### src/rtl/l2_port_arbiter_pkg.sv
// Shared types and constants for the three-requester L2 port arbiter.
// Holds the FSM state enum, requester ids and the winner-selection rule.
package l2_port_arbiter_pkg;

  localparam int STARVE_LIMIT_DEF = 8;
  localparam int ADDR_W           = 32;
  localparam int DATA_W           = 256;

  typedef enum logic [1:0] {
    IDLE    = 2'd0,
    ACCESS  = 2'd1,
    RESPOND = 2'd2
  } arb_state_e;

  typedef enum logic [1:0] {
    REQ_I  = 2'd0,
    REQ_D  = 2'd1,
    REQ_PF = 2'd2
  } req_id_e;

  // Starved icache/pf beat dcache; otherwise dcache > icache > pf.
  function automatic req_id_e pick_winner(input logic i_req, input logic d_req,
                                          input logic pf_req, input logic i_starved,
                                          input logic pf_starved);
    if (i_req && i_starved)   return REQ_I;
    if (pf_req && pf_starved) return REQ_PF;
    if (d_req)                return REQ_D;
    if (i_req)                return REQ_I;
    return REQ_PF;
  endfunction

endpackage

### src/rtl/l2_port_arbiter_if.sv
// Bundle of requester-side and L2-side signals of the L2 port arbiter.
// The arb modport is the arbiter's view; tb is the environment's view.
interface l2_port_arbiter_if;
  import l2_port_arbiter_pkg::*;

  logic              icache_read;
  logic [ADDR_W-1:0] icache_address;
  logic              icache_resp;
  logic              dcache_read;
  logic              dcache_write;
  logic [ADDR_W-1:0] dcache_address;
  logic [DATA_W-1:0] dcache_wdata;
  logic              dcache_resp;
  logic              pf_read;
  logic [ADDR_W-1:0] pf_address;
  logic              pf_resp;
  logic [DATA_W-1:0] rdata;
  logic              l2_read;
  logic              l2_write;
  logic [ADDR_W-1:0] l2_address;
  logic [DATA_W-1:0] l2_wdata;
  logic [DATA_W-1:0] l2_rdata;
  logic              l2_resp;

  modport arb (
    input  icache_read, icache_address, dcache_read, dcache_write,
           dcache_address, dcache_wdata, pf_read, pf_address, l2_rdata, l2_resp,
    output icache_resp, dcache_resp, pf_resp, rdata, l2_read, l2_write,
           l2_address, l2_wdata
  );

  modport tb (
    output icache_read, icache_address, dcache_read, dcache_write,
           dcache_address, dcache_wdata, pf_read, pf_address, l2_rdata, l2_resp,
    input  icache_resp, dcache_resp, pf_resp, rdata, l2_read, l2_write,
           l2_address, l2_wdata
  );
endinterface

### src/rtl/l2_arb_age_counter.sv
// Saturating count of consecutive lost arbitrations for one requester.
// starved is high while the count sits at LIMIT.
module l2_arb_age_counter #(
  parameter int LIMIT = 8,
  parameter int CNT_W = $clog2(LIMIT + 1)
) (
  input  logic clk,
  input  logic reset_n,
  input  logic inc,
  input  logic clr,
  output logic starved
);

  logic [CNT_W-1:0] count;

  always_ff @(posedge clk or negedge reset_n) begin
    if (!reset_n) begin
      count <= '0;
    end else if (clr) begin
      count <= '0;
    end else if (inc && (count != CNT_W'(LIMIT))) begin
      count <= count + 1'b1;
    end
  end

  assign starved = (count == CNT_W'(LIMIT));

endmodule

### src/rtl/l2_port_arbiter.sv
// Arbitrates icache, dcache and prefetcher line requests onto one L2 port,
// with starvation override for icache/pf against a continuously busy dcache.
module l2_port_arbiter
  import l2_port_arbiter_pkg::*;
#(
  parameter int STARVE_LIMIT = STARVE_LIMIT_DEF
) (
  input logic             clk,
  input logic             reset_n,
  l2_port_arbiter_if.arb  bus
);

  arb_state_e        state, state_nxt;
  req_id_e           id;
  req_id_e           winner;
  logic              d_req;
  logic              any_req;
  logic              arb_fire;
  logic              i_starved;
  logic              pf_starved;
  logic              grant_write;
  logic [ADDR_W-1:0] grant_address;

  assign d_req    = bus.dcache_read | bus.dcache_write;
  assign any_req  = bus.icache_read | d_req | bus.pf_read;
  assign arb_fire = (state == IDLE) && any_req;
  assign winner   = pick_winner(bus.icache_read, d_req, bus.pf_read, i_starved, pf_starved);

  // A dcache grant with write asserted is a writeback even if read is also high.
  assign grant_write = (winner == REQ_D) && bus.dcache_write;

  always_comb begin
    grant_address = bus.pf_address;
    case (winner)
      REQ_I:   grant_address = bus.icache_address;
      REQ_D:   grant_address = bus.dcache_address;
      default: grant_address = bus.pf_address;
    endcase
  end

  l2_arb_age_counter #(.LIMIT(STARVE_LIMIT)) u_i_age (
    .clk     (clk),
    .reset_n (reset_n),
    .inc     (arb_fire && bus.icache_read && (winner != REQ_I)),
    .clr     (arb_fire && (winner == REQ_I)),
    .starved (i_starved)
  );

  l2_arb_age_counter #(.LIMIT(STARVE_LIMIT)) u_pf_age (
    .clk     (clk),
    .reset_n (reset_n),
    .inc     (arb_fire && bus.pf_read && (winner != REQ_PF)),
    .clr     (arb_fire && (winner == REQ_PF)),
    .starved (pf_starved)
  );

  always_ff @(posedge clk or negedge reset_n) begin
    if (!reset_n) state <= IDLE;
    else          state <= state_nxt;
  end

  always_comb begin
    state_nxt = state;
    case (state)
      IDLE:    if (any_req) state_nxt = ACCESS;
      ACCESS:  if (bus.l2_resp) state_nxt = RESPOND;
      RESPOND: state_nxt = IDLE;
      default: state_nxt = IDLE;
    endcase
  end

  // Command/address/data are registered at grant and held until L2 answers.
  always_ff @(posedge clk or negedge reset_n) begin
    if (!reset_n) begin
      id             <= REQ_I;
      bus.l2_read    <= 1'b0;
      bus.l2_write   <= 1'b0;
      bus.l2_address <= '0;
      bus.l2_wdata   <= '0;
      bus.rdata      <= '0;
    end else begin
      case (state)
        IDLE: begin
          if (any_req) begin
            id             <= winner;
            bus.l2_read    <= !grant_write;
            bus.l2_write   <= grant_write;
            bus.l2_address <= grant_address;
            if (grant_write) bus.l2_wdata <= bus.dcache_wdata;
          end
        end
        ACCESS: begin
          if (bus.l2_resp) begin
            bus.l2_read  <= 1'b0;
            bus.l2_write <= 1'b0;
            if (bus.l2_read) bus.rdata <= bus.l2_rdata;
          end
        end
        default: ;
      endcase
    end
  end

  assign bus.icache_resp = (state == RESPOND) && (id == REQ_I);
  assign bus.dcache_resp = (state == RESPOND) && (id == REQ_D);
  assign bus.pf_resp     = (state == RESPOND) && (id == REQ_PF);

endmodule

### src/flat_wrapper.sv
// flat-port wrapper written by rule: the top's interface ports become plain ports
module l2_port_arbiter_flat import l2_port_arbiter_pkg::*;
#(
  parameter int STARVE_LIMIT = STARVE_LIMIT_DEF
)
  (clk, reset_n, bus_icache_read, bus_icache_address, bus_dcache_read, bus_dcache_write, bus_dcache_address, bus_dcache_wdata, bus_pf_read, bus_pf_address, bus_l2_rdata, bus_l2_resp, bus_icache_resp, bus_dcache_resp, bus_pf_resp, bus_rdata, bus_l2_read, bus_l2_write, bus_l2_address, bus_l2_wdata);
  l2_port_arbiter_if bus_i ();
  input logic clk;
  input logic reset_n;
  input wire logic [$bits(bus_i.icache_read)-1:0] bus_icache_read;
  input wire logic [$bits(bus_i.icache_address)-1:0] bus_icache_address;
  input wire logic [$bits(bus_i.dcache_read)-1:0] bus_dcache_read;
  input wire logic [$bits(bus_i.dcache_write)-1:0] bus_dcache_write;
  input wire logic [$bits(bus_i.dcache_address)-1:0] bus_dcache_address;
  input wire logic [$bits(bus_i.dcache_wdata)-1:0] bus_dcache_wdata;
  input wire logic [$bits(bus_i.pf_read)-1:0] bus_pf_read;
  input wire logic [$bits(bus_i.pf_address)-1:0] bus_pf_address;
  input wire logic [$bits(bus_i.l2_rdata)-1:0] bus_l2_rdata;
  input wire logic [$bits(bus_i.l2_resp)-1:0] bus_l2_resp;
  output wire logic [$bits(bus_i.icache_resp)-1:0] bus_icache_resp;
  output wire logic [$bits(bus_i.dcache_resp)-1:0] bus_dcache_resp;
  output wire logic [$bits(bus_i.pf_resp)-1:0] bus_pf_resp;
  output wire logic [$bits(bus_i.rdata)-1:0] bus_rdata;
  output wire logic [$bits(bus_i.l2_read)-1:0] bus_l2_read;
  output wire logic [$bits(bus_i.l2_write)-1:0] bus_l2_write;
  output wire logic [$bits(bus_i.l2_address)-1:0] bus_l2_address;
  output wire logic [$bits(bus_i.l2_wdata)-1:0] bus_l2_wdata;
  assign bus_i.icache_read = bus_icache_read;
  assign bus_i.icache_address = bus_icache_address;
  assign bus_i.dcache_read = bus_dcache_read;
  assign bus_i.dcache_write = bus_dcache_write;
  assign bus_i.dcache_address = bus_dcache_address;
  assign bus_i.dcache_wdata = bus_dcache_wdata;
  assign bus_i.pf_read = bus_pf_read;
  assign bus_i.pf_address = bus_pf_address;
  assign bus_i.l2_rdata = bus_l2_rdata;
  assign bus_i.l2_resp = bus_l2_resp;
  assign bus_icache_resp = bus_i.icache_resp;
  assign bus_dcache_resp = bus_i.dcache_resp;
  assign bus_pf_resp = bus_i.pf_resp;
  assign bus_rdata = bus_i.rdata;
  assign bus_l2_read = bus_i.l2_read;
  assign bus_l2_write = bus_i.l2_write;
  assign bus_l2_address = bus_i.l2_address;
  assign bus_l2_wdata = bus_i.l2_wdata;
  l2_port_arbiter #(.STARVE_LIMIT(STARVE_LIMIT)) u_core (.clk(clk), .reset_n(reset_n), .bus(bus_i));
endmodule
### config.mk
export PLATFORM = sky130hd
export DESIGN_NAME = l2_port_arbiter_flat
export DESIGN_NICKNAME = d
export VERILOG_FILES = /design/src/rtl/l2_port_arbiter_pkg.sv /design/src/rtl/l2_port_arbiter_if.sv /design/src/rtl/l2_arb_age_counter.sv /design/src/rtl/l2_port_arbiter.sv /design/src/flat_wrapper.sv
export SDC_FILE = /design/constraint.sdc
export NUM_CORES = 1
export LEC_CHECK = 0
export CAP_MARGIN = 10
export CORE_AREA = 10 10 446 448
export CTS_CLUSTER_SIZE = 10
export DETAILED_ROUTE_END_ITERATION = 8
export DIE_AREA = 0 0 456 458
export SETUP_SLACK_MARGIN = 0.3
export SYNTH_ARGS = -nofsm -noshare
export SYNTH_HDL_FRONTEND = slang
export SYNTH_SLANG_ARGS = --single-unit
### constraint.sdc
create_clock -name clk -period 1.99 [get_ports clk]
set_input_delay 0.199 -clock clk [delete_from_list [all_inputs] [get_ports clk]]
set_output_delay 0.199 -clock clk [all_outputs]
set_load 0.02 [all_outputs]
After elaboration in Yosys (flattened, before gate mapping)
Index checks and enable logic that the tools add are counted.
{"block": "totals", "register_bits": 558, "latch_bits": 0, "ramBits": 0, "rom_bits": 0, "input_bits": 615, "output_inout_bits": 549, "wordCells": 86, "mem_count": 0}
{"block": "classes", "addsub": 2, "multipliers": 0, "n_div": 0, "order_cmp": 0, "n_eq_ne": 13, "n_shift": 0, "muxes": 31, "bitwise_logic": 3, "reduce_logical": 28}
{"op": "$pmux W32 S2", "count": 1}
{"op": "$mux W2", "count": 10}
{"op": "$mux W4", "count": 4}
{"op": "$logic_and A1 B1 Y1", "count": 15}
{"op": "$mux W1", "count": 13}
{"op": "$reduce_and A3 Y1", "count": 3}
{"op": "$add A4 B1 Y4 const B", "count": 2}
{"op": "$eq A4 B4 Y1 const B", "count": 2}
{"op": "$ne A4 B4 Y1 const B", "count": 2}
{"op": "$reduce_bool A2 Y1", "count": 4}
{"op": "$eq A2 B1 Y1 const B", "count": 3}
{"op": "$eq A2 B2 Y1 const B", "count": 3}
{"op": "$logic_not A2 Y1", "count": 3}
{"op": "$ne A2 B2 Y1 const B", "count": 2}
{"op": "$pmux W1 S2", "count": 2}
{"op": "$pmux W2 S2", "count": 1}
{"op": "$reduce_and A2 Y1", "count": 2}
{"op": "$or A1 B1 Y1", "count": 3}
{"op": "$ne A2 B1 Y1 const B", "count": 1}
{"op": "$logic_not A1 Y1", "count": 1}

Logic depth before layout (Yosys ltp)
Gate-level depths: netlist of run 1.
{"block": "logic_depth", "depth_word": 18, "depth_mapped": 8, "mapped_depth_nobuf": 6}

Modules after synthesis
A second synthesis of run 1 with hierarchy kept.
{"block": "unflattened", "cells_unflattened": 1344, "hier_area_um2": 22296.4}
{"module": "l2_port_arbiter", "n_inst": 1, "cells_each": 1296, "area_per_inst_um2": 21830.9, "seq_area_each_um2": 13763.2}
{"module": "l2_arb_age_counter", "n_inst": 2, "cells_each": 24, "area_per_inst_um2": 232.7, "seq_area_each_um2": 100.1}

Worst setup path after synthesis of run 1
Ideal clock, no wire load.
{"block": "synth_path", "path_type": "register to register", "from": "register u_core.u_i_age.count[0]", "to": "register u_core.bus.l2_wdata[237] in the netlist's numbering", "setup_time_ns": 0.128, "arrival_ns": 1.773, "t_required_ns": 1.862, "setup_slack_ns": 0.089, "stages_incl_launch_ff": 8, "path_buffers": 2, "synth_period_minus_slack_ns": 1.901, "cell_sequence": "dfrtp_1 > inv_1 > ha_1 > and4b_1 > nand4b_1 > buf_2 > buf_2 > mux2_1"}
{"block": "synth_between", "elab_chain_cells": 7}
{"item": "from (decl)", "line_no": "l2_arb_age_counter.sv:14", "text": "logic [CNT_W-1:0] count;"}
{"item": "from (signal assigned)", "line_no": "l2_arb_age_counter.sv:22", "text": "count <= count + 1'b1;"}
{"item": "$eq A4 B4 Y1", "line_no": "l2_arb_age_counter.sv:26", "text": "assign starved = (count == CNT_W'(LIMIT));"}
{"item": "$logic_and A1 B1 Y1", "line_no": "l2_port_arbiter_pkg.sv:25", "text": "if (i_req && i_starved) return REQ_I;"}
{"item": "$mux W1", "line_no": "l2_port_arbiter_pkg.sv:25"}
{"item": "$mux W2", "line_no": "l2_port_arbiter_pkg.sv:26", "text": "if (pf_req && pf_starved) return REQ_PF;"}
{"item": "$eq A2 B1 Y1", "line_no": "l2_port_arbiter.sv:30", "text": "assign grant_write = (winner == REQ_D) && bus.dcache_write;"}
{"item": "$logic_and A1 B1 Y1", "line_no": "l2_port_arbiter.sv:30"}
{"item": "$reduce_and A3 Y1 (no line)"}
{"item": "to (signal assigned)", "line_no": "l2_port_arbiter.sv:89", "text": "if (grant_write) bus.l2_wdata <= bus.dcache_wdata;"}
{"item": "to (decl)", "line_no": "l2_port_arbiter_if.sv:29", "text": "l2_address, l2_wdata"}
Every way passes these cells.
A chain may end at the register's enable or synchronous reset.

Final worst setup path of run 1
{"block": "layout_path", "from": "register u_core.u_pf_age.count[1]", "to": "register u_core.bus.l2_wdata[38] in the netlist's numbering"}
{"block": "layout_between", "elab_chain_cells": 12, "word_cells_on_any_way": 14, "classes_between": "eq/ne: 2; mux: 9; reduce/logical: 3"}
{"item": "from (decl)", "line_no": "l2_arb_age_counter.sv:14"}
{"item": "from (signal assigned)", "line_no": "l2_arb_age_counter.sv:22"}
{"item": "$eq A4 B4 Y1 (*)", "line_no": "l2_arb_age_counter.sv:26"}
{"item": "$logic_and A1 B1 Y1 (*)", "line_no": "l2_port_arbiter_pkg.sv:26"}
{"item": "$mux W2", "line_no": "l2_port_arbiter_pkg.sv:26"}
{"item": "$mux W2", "line_no": "l2_port_arbiter_pkg.sv:27", "text": "if (d_req) return REQ_D;"}
{"item": "$mux W2", "line_no": "l2_port_arbiter_pkg.sv:28", "text": "if (i_req) return REQ_I;"}
{"item": "$mux W2", "line_no": "l2_port_arbiter_pkg.sv:29", "text": "return REQ_PF;"}
{"item": "$mux W2", "line_no": "l2_port_arbiter_pkg.sv:28"}
{"item": "$mux W2 (*)", "line_no": "l2_port_arbiter_pkg.sv:27"}
{"item": "$mux W2 (*)", "line_no": "l2_port_arbiter_pkg.sv:26"}
{"item": "$eq A2 B1 Y1 (*)", "line_no": "l2_port_arbiter.sv:30"}
{"item": "$logic_and A1 B1 Y1 (*)", "line_no": "l2_port_arbiter.sv:30"}
{"item": "$reduce_and A3 Y1 (no line) (*)"}
Every way passes the cells marked *; elsewhere a longest branch is shown, timed or not. The select of a mux whose other input is x is not followed.

==> results of run 1 <==
placed cells by master (no fill, tap or decap), types with 14 or more instances in the layout:
cell,count
clkdlybuf4s15_2,133
clkdlybuf4s50_1,938
dfrtp_1,548
buf_16,21
buf_4,61
buf_8,14
mux2_4,290
buf_2,55
a221o_1,32
buf_12,47
clkbuf_16,111
mux2_2,219
buf_6,20
a22o_1,32
worst max-delay path: cells and delay by family, from the launching register on:
kind,cells,cell delay (ns)
adder cells (fa/ha/maj),1,0.13
multiplexers,1,0.32
AND/OR/NAND/NOR,2,0.32
buffers and inverters,6,0.75
flip-flops,1,0.39
through the flow:
stage          setup WS [ns]  area (µm²)  setup TNS [ns]  total power [W]   util
6_report             -0.0833       42200           -7.75           0.0757  0.222
3_5_place_dp          -0.341       37200         -104.35           0.0592  0.196
4_1_cts               -0.123       40300          -18.84           0.0738  0.213
2_1_floorplan          0.142       22200               0           0.0375      -
5_1_grt               -0.187       42200          -37.96           0.0794  0.222
3_3_place_gp          -0.308       37200          -92.75           0.0589  0.196
cell type report:
cell class	count	area (µm²)	area share
Antenna cell	7	17.5	0.000415
Clock buffer	91	2020	0.0478
Clock inverter	21	313	0.00742
Inverter	6	35.0	0.000831
Multi-Input combinational cell	634	8040	0.191
Sequential cell	558	14000	0.331
Tap cell	2511	3140	0.0745
Timing Repair Buffer	1338	14600	0.347
kinds of logic (layout without fill, tap and decap cells):
logic type | Yosys count | after routing | synth area share
simple gates | 34 | 38 | 0.00962
xor+xnor | 4 | 4 | 0.00159
fa+ha+maj | 4 | 4 | 0.00228
mux | 513 | 513 | 0.297
buf+inv | 76 | 1456 | 0.0242
compound gates | 75 | 75 | 0.0307
other cells | 0 | 7 | 0
flops | 558 | 558 | 0.635
power by group:
group,leakage [nW],switching [W],internal (W)
clock network,1.13,0.00557,0.00771
registers,6.61,0.00399,0.0172
logic,10.5,0.0208,0.0204
per-layer routing:
| metal | routed length [µm] | track usage | up-vias |
|---|---|---|---|
| met3 | 19900 | 0.0803 | 191 |
| met5 | 45 | 0 | - |
| met1 | 59000 | 0.150 | 9009 |
| li1 | - | - | 7292 |
| met2 | 71100 | 0.211 | 864 |
| met4 | 2700 | 0.0278 | 8 |
final timing paths:
kind	startpoint	endpoint	cells past startpoint
setup / recovery	u_core.u_pf_age.count[1]$_DFFE_PN0P_	u_core.bus.l2_wdata[38]$_DFFE_PN0P_	10
hold / removal	bus_l2_rdata[230]	u_core.bus.rdata[230]$_DFFE_PN0P_	2
setup reg to reg	u_core.u_pf_age.count[1]$_DFFE_PN0P_	u_core.bus.l2_wdata[38]$_DFFE_PN0P_	10
hold reg to reg	u_core.bus.l2_wdata[218]$_DFFE_PN0P_	u_core.bus.l2_wdata[218]$_DFFE_PN0P_	1
max in group asynchronous	reset_n	u_core.bus.rdata[78]$_DFFE_PN0P_	3
min in group asynchronous	reset_n	u_core.bus.l2_wdata[177]$_DFFE_PN0P_	2
state kept, by name, summed over array words and instances, names as in the netlist:
name / count
u_core.id: 2
u_core.u_i_age.count: 4
u_core.u_pf_age.count: 4
u_core.bus.l2_address: 32
u_core.bus.l2_read: 1
u_core.state: 2
u_core.bus.rdata: 256
u_core.bus.l2_write: 1
u_core.bus.l2_wdata: 256
synth_stat cells (2+ instances only):
cell and count:
mux2_4 200, mux2_2 238, buf_6 27, buf_1 3, nor2_1 7, nand4b_1 2
o21ai_0 3, nor4bb_1 3, a21o_1 3, ha_1 4, a221o_1 32, clkbuf_1 4
nand2_1 5, xor2_1 3, buf_2 36, nand3_1 4, a22o_1 32, dfrtp_1 558
nand4_1 2, inv_1 5, mux2_1 74
timing repair:
| action | CTS | global route |
|---|---|---|
| cloned | 14 | 48 |
| buffers inserted | 24 | 17 |
| hold buffers | 1 | 0 |
| setup endpoints to repair | 1079 | 905 |
| resized for setup | 791 | 152 |
| hold endpoints to repair | 336 | 0 |
| pin swaps | 6 | 3 |
==> impl_metrics.py, run 1 <==
metrics = {
    "clocking": {
        "cts_tree": "yes",
        "cts_root_buffer": "clkbuf_16",
        "clkTransAtPathRegs_ns": 0.05,
        "cts_sinks": 558,
        "h-tree-depth": 3,
        "clockBufferDepth": 3,
        "numCtsBuffers": 74,
        "clk_latency_ns": 0.68,
    },
    "setup_path": {
        "arrival_ns": 2.62,
        "crit_chain": "inv_2 -> ha_4 -> nand4b_1 -> nand4b_1 -> buf_6 -> buf_12 -> buf_12 -> buf_8 -> clkbuf_16 -> mux2_2",
        "endpoint_kind": "flop",
        "cpPeakStageDelay_ns": 0.39,
        "startpoint_type": "flop",
        "worstPathRequired_ns": 2.53,
        "slowest_stage": "dfrtp_1",
        "worstPathMaxFanout": 5,
        "r2r_setup_slack_ns": -0.08,
        "path_class": "reg2reg",
    },
    "sta": {
        "skew_ns": 0.0354,
        "worst_slew_pin_slew_ns": 0.638,
        "fin_crit_ns": 2.07,
        "fin_ws_ns": -0.0833,
        "max_freq_mhz": 482,
        "hold_viol_final": 0,
        "final_max_slew_viol_count": 0,
        "whs_ns": 0.122,
        "slew_headroom": 0.575,
        "setup_violations": 186,
        "rsz0062_at_grt": "true",
        "finalCritPeriodShare": 1.04,
    },
    "global_route": {
        "antenna_found_initial": 44,
        "grt_start_max_net_pins": 69,
        "grt_overflow": 0,
        "grt_pass1_vias": 18424,
        "grt_pass1_wl_um": 187000,
        "gr-usage-all-layers": 0.132,
    },
    "detailed_routing": {
        "first_pass_iters": 7,
        "drtIter0Drc": 1195,
        "ant_nets": 0,
        "viasPerCell": 3.36,
        "wl_per_cell_um": 29.6,
        "route.vias.total": 17364,
        "routed_wl_um": 153000,
        "drc": 0,
    },
    "power": {
        "p_leak_nw": 18.2,
        "p_per_area_nw_per_um2": 1800,
        "vdd_drop_max_mv": 0.810,
    },
    "yosys": {
        "syn_inst": 1264,
        "synth_top_area_cell": "dfrtp_1",
        "ys.warnings.count": 0,
        "ys_ff_latch": 558,
        "synth_area_um2": 22000,
        "synth_edf_count": 0,
        "ys_types": 40,
        "syn_area_per_cell_um2": 17.4,
        "synthArstFlopShare": 1.00,
        "synth_top_area_share": 0.635,
        "syn_nets": 1883,
        "yosys-top-cells-area": "dfrtp_1, mux2_4, mux2_2",
        "synth_top_flop_cell": "dfrtp_1",
        "ys_seq_area_frac": 0.635,
    },
    "die": {
        "die_area_um2": 209000,
        "dieHeight_um": 458,
        "initial_core_util": 0.116,
        "rows": 160,
        "chipWidth_um": 456,
        "io_pins": 1164,
        "core_um2": 190000,
    },
    "layout": {
        "drive_gt1_frac": 0.392,
        "num-fill-cells": 19956,
        "area_growth_pct": 91.8,
        "nets": 3231,
        "instances_no_fill": 5166,
    },
    "placement": {
        "hpwl_um": 120000,
        "io_buffers": 1163,
        "dp_cells": 4943,
        "routabilityCongestion": 0.938,
    },
    "hold_path": {
        "hold_path.class": "in2reg",
    },
    "run_status": {
        "failed_checks": "negative setup slack",
        "status": "complete, but fails checks",
    },
    "job": {
        "cap_viol_max_count": 0,
    },
}
(Power assumes the default switching activity.)
==> run 2: changes to the inputs <==
--- a/config.mk
+++ b/config.mk
@@ -14,3 +14,4 @@
 export SYNTH_ARGS = -nofsm -noshare
 export SYNTH_HDL_FRONTEND = slang
 export SYNTH_SLANG_ARGS = --single-unit
+export TNS_END_PERCENT = 20
==> impl_metrics.py, run 2 (same netlist as run 1, synthesis figures left out) <==
metrics = {
    "sta": {
        "slew_headroom": 0.467,
        "finalCritPeriodShare": 1.09,
        "hold_viol_final": 0,
        "fin_ws_ns": -0.172,
        "setup_violations": 273,
        "worst_slew_pin_slew_ns": 0.800,
        "rsz0062_at_grt": "true",
        "fin_crit_ns": 2.16,
        "final_max_slew_viol_count": 0,
        "max_freq_mhz": 463,
        "whs_ns": 0.108,
        "skew_ns": 0.0427,
    },
    "die": {
        "core_um2": 190000,
        "dieHeight_um": 458,
        "die_area_um2": 209000,
        "initial_core_util": 0.116,
        "chipWidth_um": 456,
        "io_pins": 1164,
        "rows": 160,
    },
    "global_route": {
        "grt_pass1_wl_um": 188000,
        "grt_start_max_net_pins": 60,
        "grt_overflow": 0,
        "grt_pass1_vias": 18179,
        "gr-usage-all-layers": 0.134,
        "antenna_found_initial": 60,
    },
    "detailed_routing": {
        "route.vias.total": 17093,
        "drtIter0Drc": 1343,
        "drc": 0,
        "routed_wl_um": 148000,
        "ant_nets": 0,
        "viasPerCell": 3.35,
        "wl_per_cell_um": 28.9,
        "first_pass_iters": 5,
    },
    "power": {
        "p_total_w": 0.0719,
        "p_per_area_nw_per_um2": 1800,
        "p_leak_nw": 16.8,
        "vdd_drop_max_mv": 0.941,
    },
    "layout": {
        "nets": 3158,
        "drive_gt1_frac": 0.323,
        "area_growth_pct": 81.3,
        "num-fill-cells": 20286,
        "instances_no_fill": 5100,
        "finalInstanceArea_um2": 39900,
        "final_cell_mix": "clkdlybuf4s50_1, dfrtp_1, mux2_2",
        "final_common_cell": "clkdlybuf4s50_1",
        "top_regs": "u_core.bus.l2_wdata (256), u_core.bus.rdata (256), u_core.bus.l2_address (32)",
    },
    "clocking": {
        "clkTransAtPathRegs_ns": 0.06,
        "clk_latency_ns": 0.68,
        "h-tree-depth": 3,
        "numCtsBuffers": 75,
        "cts_sinks": 558,
        "cts_tree": "yes",
        "clockBufferDepth": 3,
        "cts_root_buffer": "clkbuf_16",
    },
    "placement": {
        "hpwl_um": 125000,
        "routabilityCongestion": 0.957,
        "placed_area_um2": 37400,
        "dp_cells": 4961,
        "place_ws_ns": -0.313,
        "io_buffers": 1163,
    },
    "job": {
        "cap_viol_max_count": 0,
    },
    "run_status": {
        "failed_checks": "negative setup slack",
        "status": "complete, but fails checks",
    },
    "setup_path": {
        "worstPathMaxFanout": 7,
        "startpoint_type": "flop",
        "endpoint_kind": "flop",
        "worstPathRequired_ns": 2.53,
        "arrival_ns": 2.70,
        "path_class": "reg2reg",
    },
    "hold_path": {
        "hold_path.class": "in2reg",
    },
}
[run 2: cell count changes in the layout (fill, tap and decap cells not counted), sizes merged, moves of 2 or more]
cell / delta
buf: -43
clkbuf: -23
clkdlybuf4s15: -76
clkdlybuf4s50: +86
clkinv: +4
dlymetal6s2s: -5
inv: -2
nand2: -4
[run 2: cell type report]
| type | instances | area [µm²] | area share |
|---|---|---|---|
| flip-flops and latches | 558 | 14000 | 0.351 |
| clock buffers | 100 | 2020 | 0.0507 |
| repair buffers | 1268 | 12700 | 0.319 |
| inverters | 6 | 22.5 | 0.000565 |
| diodes | 6 | 15.0 | 0.000377 |
| well taps | 2511 | 3140 | 0.0788 |
| clock inverters | 21 | 303 | 0.00759 |
| multi-input cells | 630 | 7670 | 0.192 |
[run 2: critical path, stage by stage, from the launching register on]
cell and delay [ns]:
dfrtp_1 0.37, inv_2 0.06, ha_4 0.15, and4b_1 0.22, nand4b_1 0.23, buf_12 0.18, buf_16 0.15, buf_16 0.16
clkbuf_16 0.16, mux2_4 0.28
[run 2: stage by stage]
stage               utilization  setup TNS, ns
floorplan                     -              0
global placement          0.197        -104.85
detailed placement        0.197        -104.14
CTS                       0.209         -27.13
global route              0.210         -48.59
finish                    0.210         -30.22
[run 2: what timing repair did]
item | in CTS | in global routing
resized for setup | 502 | 17
endpoints found under the setup margin | 1087 | 981
gates cloned | 0 | 3
hold buffers | 1 | 0
hold endpoints to repair | 83 | 0
setup buffers | 3 | 5
pin swaps | 3 | 0
[run 2: power breakdown]
group / internal (W) / switching (W)
clock: 0.00755 / 0.00565
combinational: 0.0179 / 0.0190
sequential: 0.0173 / 0.00453
total: 0.0428 / 0.0291
[run 2: worst paths after layout]
path | end | cells after the start | slack [ns] | from
setup / recovery | u_core.bus.l2_wdata[254]$_DFFE_PN0P_ | 9 | -0.17 | u_core.u_i_age.count[1]$_DFFE_PN0P_
hold / removal | u_core.bus.rdata[173]$_DFFE_PN0P_ | 2 | 0.11 | bus_l2_rdata[173]
setup reg to reg | u_core.bus.l2_wdata[254]$_DFFE_PN0P_ | 9 | -0.17 | u_core.u_i_age.count[1]$_DFFE_PN0P_
hold reg to reg | u_core.bus.rdata[148]$_DFFE_PN0P_ | 1 | 0.49 | u_core.bus.rdata[148]$_DFFE_PN0P_
max in group asynchronous | u_core.bus.rdata[131]$_DFFE_PN0P_ | 3 | 1.01 | reset_n
min in group asynchronous | u_core.bus.l2_wdata[79]$_DFFE_PN0P_ | 2 | 0.16 | reset_n
[run 2: routing by layer]
metal,share of wire,wire length (µm),track usage
met2,0.46,67400,0.212
met1,0.41,61100,0.166
met3,0.11,15800,0.0605
met4,0.022,3250,0.0317
met5,0.00022,32,0
==> run 3: changes to the inputs <==
--- a/config.mk
+++ b/config.mk
@@ -6,10 +6,10 @@
 export NUM_CORES = 1
 export LEC_CHECK = 0
 export CAP_MARGIN = 10
-export CORE_AREA = 10 10 446 448
+export CORE_AREA = 10 10 448 450
 export CTS_CLUSTER_SIZE = 10
 export DETAILED_ROUTE_END_ITERATION = 8
-export DIE_AREA = 0 0 456 458
+export DIE_AREA = 0 0 458 460
 export SETUP_SLACK_MARGIN = 0.3
 export SYNTH_ARGS = -nofsm -noshare
 export SYNTH_HDL_FRONTEND = slang
==> constraint.sdc (replaced) <==
create_clock -name clk -period 2.1 [get_ports clk]
set_input_delay 0.21 -clock clk [delete_from_list [all_inputs] [get_ports clk]]
set_output_delay 0.21 -clock clk [all_outputs]
set_load 0.02 [all_outputs]
==> impl_metrics.py, run 3 (same netlist as run 1, synthesis figures left out) <==
metrics = {
    "run_status": {
        "status": "complete, but fails checks",
        "failed_checks": "negative setup slack",
    },
    "setup_path": {
        "endpoint_kind": "flop",
        "startpoint_type": "flop",
        "arrival_ns": 2.72,
        "timing.rr.start": "u_core.u_pf_age.count[0]$_DFFE_PN0P_",
        "path_class": "reg2reg",
        "r2r-end": "u_core.bus.l2_wdata[69]$_DFFE_PN0P_",
        "worstPathMaxFanout": 23,
        "worstPathRequired_ns": 2.65,
        "reg2reg_depth": 8,
        "r2r_setup_slack_ns": -0.06,
    },
    "sta": {
        "worst_slew_pin_slew_ns": 0.501,
        "tns_ns": -3.21,
        "fin_ws_ns": -0.0607,
        "final_max_slew_viol_count": 0,
        "setup_violations": 119,
        "finalCritPeriodShare": 1.03,
        "hold_viol_final": 0,
        "max_freq_mhz": 463,
        "rsz0062_at_grt": "true",
        "fin_crit_ns": 2.16,
        "slew_headroom": 0.666,
        "skew_ns": 0.0488,
    },
    "clocking": {
        "clockBufferDepth": 3,
        "clkTransAtPathRegs_ns": 0.06,
        "numCtsBuffers": 75,
        "cts_root_buffer": "clkbuf_16",
        "cts_tree": "yes",
        "h-tree-depth": 3,
        "cts_sinks": 558,
        "clk_latency_ns": 0.70,
    },
    "global_route": {
        "grt_overflow": 0,
        "grt_pass1_wl_um": 195000,
        "grt_start_max_net_pins": 90,
        "gr-usage-all-layers": 0.139,
        "grt_pass1_vias": 18667,
        "antenna_found_initial": 83,
    },
    "layout": {
        "finalInstanceArea_um2": 40600,
        "instances_no_fill": 5146,
        "nets": 3182,
        "num-fill-cells": 20505,
        "area_growth_pct": 84.8,
        "drive_gt1_frac": 0.346,
        "top_regs": "u_core.bus.l2_wdata (256), u_core.bus.rdata (256), u_core.bus.l2_address (32)",
        "fin_util": 0.212,
        "final_cell_mix": "clkdlybuf4s50_1, dfrtp_1, mux2_2",
        "final_common_cell": "clkdlybuf4s50_1",
    },
    "detailed_routing": {
        "route.vias.total": 17080,
        "first_pass_iters": 5,
        "drc": 0,
        "viasPerCell": 3.32,
        "ant_nets": 0,
        "drtIter0Drc": 947,
        "wl_per_cell_um": 30.0,
        "routed_wl_um": 155000,
    },
    "placement": {
        "routabilityCongestion": 0.891,
        "hpwl_um": 132000,
        "io_buffers": 1163,
        "place_ws_ns": -0.195,
        "placed_area_um2": 37400,
        "dp_cells": 4981,
    },
    "power": {
        "vdd_drop_max_mv": 0.683,
        "p_per_area_nw_per_um2": 1700,
        "p_leak_nw": 17.1,
    },
    "job": {
        "cap_viol_max_count": 0,
    },
    "die": {
        "core_um2": 192000,
        "chipWidth_um": 458,
        "io_pins": 1164,
        "die_area_um2": 211000,
        "dieHeight_um": 460,
        "initial_core_util": 0.115,
        "rows": 161,
    },
    "hold_path": {
        "min_path_cells": 2,
        "hold_path.class": "in2reg",
        "holdPathEnd": "u_core.bus.rdata[184]$_DFFE_PN0P_",
        "hold_start": "bus_l2_rdata[184]",
    },
}
run 3: critical path, stage by stage, from the launching register on:
cell and delay [ns]:
dfrtp_1 0.40, inv_2 0.07, ha_2 0.17, nand4b_1 0.15, nand4b_1 0.24, buf_12 0.18
buf_16 0.19, buf_4 0.21, mux2_2 0.34
run 3: final cells by class:
class,count,area (µm²),share of cell area
antenna,10,25.0,0.000616
clock buffer,101,2090,0.0515
clock inverter,23,294,0.00723
inverter,6,22.5,0.000554
multi-input combinational,630,7650,0.188
sequential,558,14000,0.344
tap,2526,3160,0.0778
timing repair buffer,1292,13400,0.331
run 3: metal layers:
layer	up-vias	GRT usage	part of all wire
li1	7181	-	-
met1	8491	0.137	0.34
met2	1132	0.217	0.44
met3	246	0.126	0.20
met4	30	0.0317	0.021
met5	-	0	0.0013
run 3: metrics by stage:
stage	power, W	hold WS [ns]
3_3_place_gp	0.0565	0.128
4_1_cts	0.0699	0.000437
3_5_place_dp	0.0568	0.131
6_report	0.0692	0.102
2_1_floorplan	0.0355	-0.0856
5_1_grt	0.0730	0.0373
run 3: how the worst max path moves through the flow:
stage / from / end / slack [ns] / cells after the start
2_1_floorplan: u_core.u_i_age.count[0]$_DFFE_PN0P_ / u_core.bus.l2_wdata[100]$_DFFE_PN0P_ / 0.25 / 7
3_3_place_gp: bus_l2_resp / u_core.bus.rdata[149]$_DFFE_PN0P_ / -0.25 / 7
3_5_place_dp: bus_l2_resp / u_core.bus.rdata[158]$_DFFE_PN0P_ / -0.20 / 7
4_1_cts: u_core.u_pf_age.count[0]$_DFFE_PN0P_ / u_core.bus.l2_wdata[89]$_DFFE_PN0P_ / -0.03 / 8
5_1_grt: u_core.u_pf_age.count[0]$_DFFE_PN0P_ / u_core.bus.l2_wdata[2]$_DFFE_PN0P_ / -0.12 / 8
6_report: u_core.u_pf_age.count[0]$_DFFE_PN0P_ / u_core.bus.l2_wdata[69]$_DFFE_PN0P_ / -0.06 / 8
run 3: where the power goes:
group          total [W]  internal [W]  switching [W]
Sequential        0.0201        0.0163        0.00375
Combinational     0.0364        0.0173         0.0191
Clock             0.0127       0.00728        0.00545
Total             0.0692        0.0409         0.0283
run 3: repair_timing:
action                                  4_1_cts  5_1_grt
hold endpoints to repair                    513        0
endpoints found under the setup margin     1085      895
hold buffers                                  6        0
cloned                                        3        7
setup buffers                                 9        6
pin swaps                                     3        1
gates resized for setup                     623       19
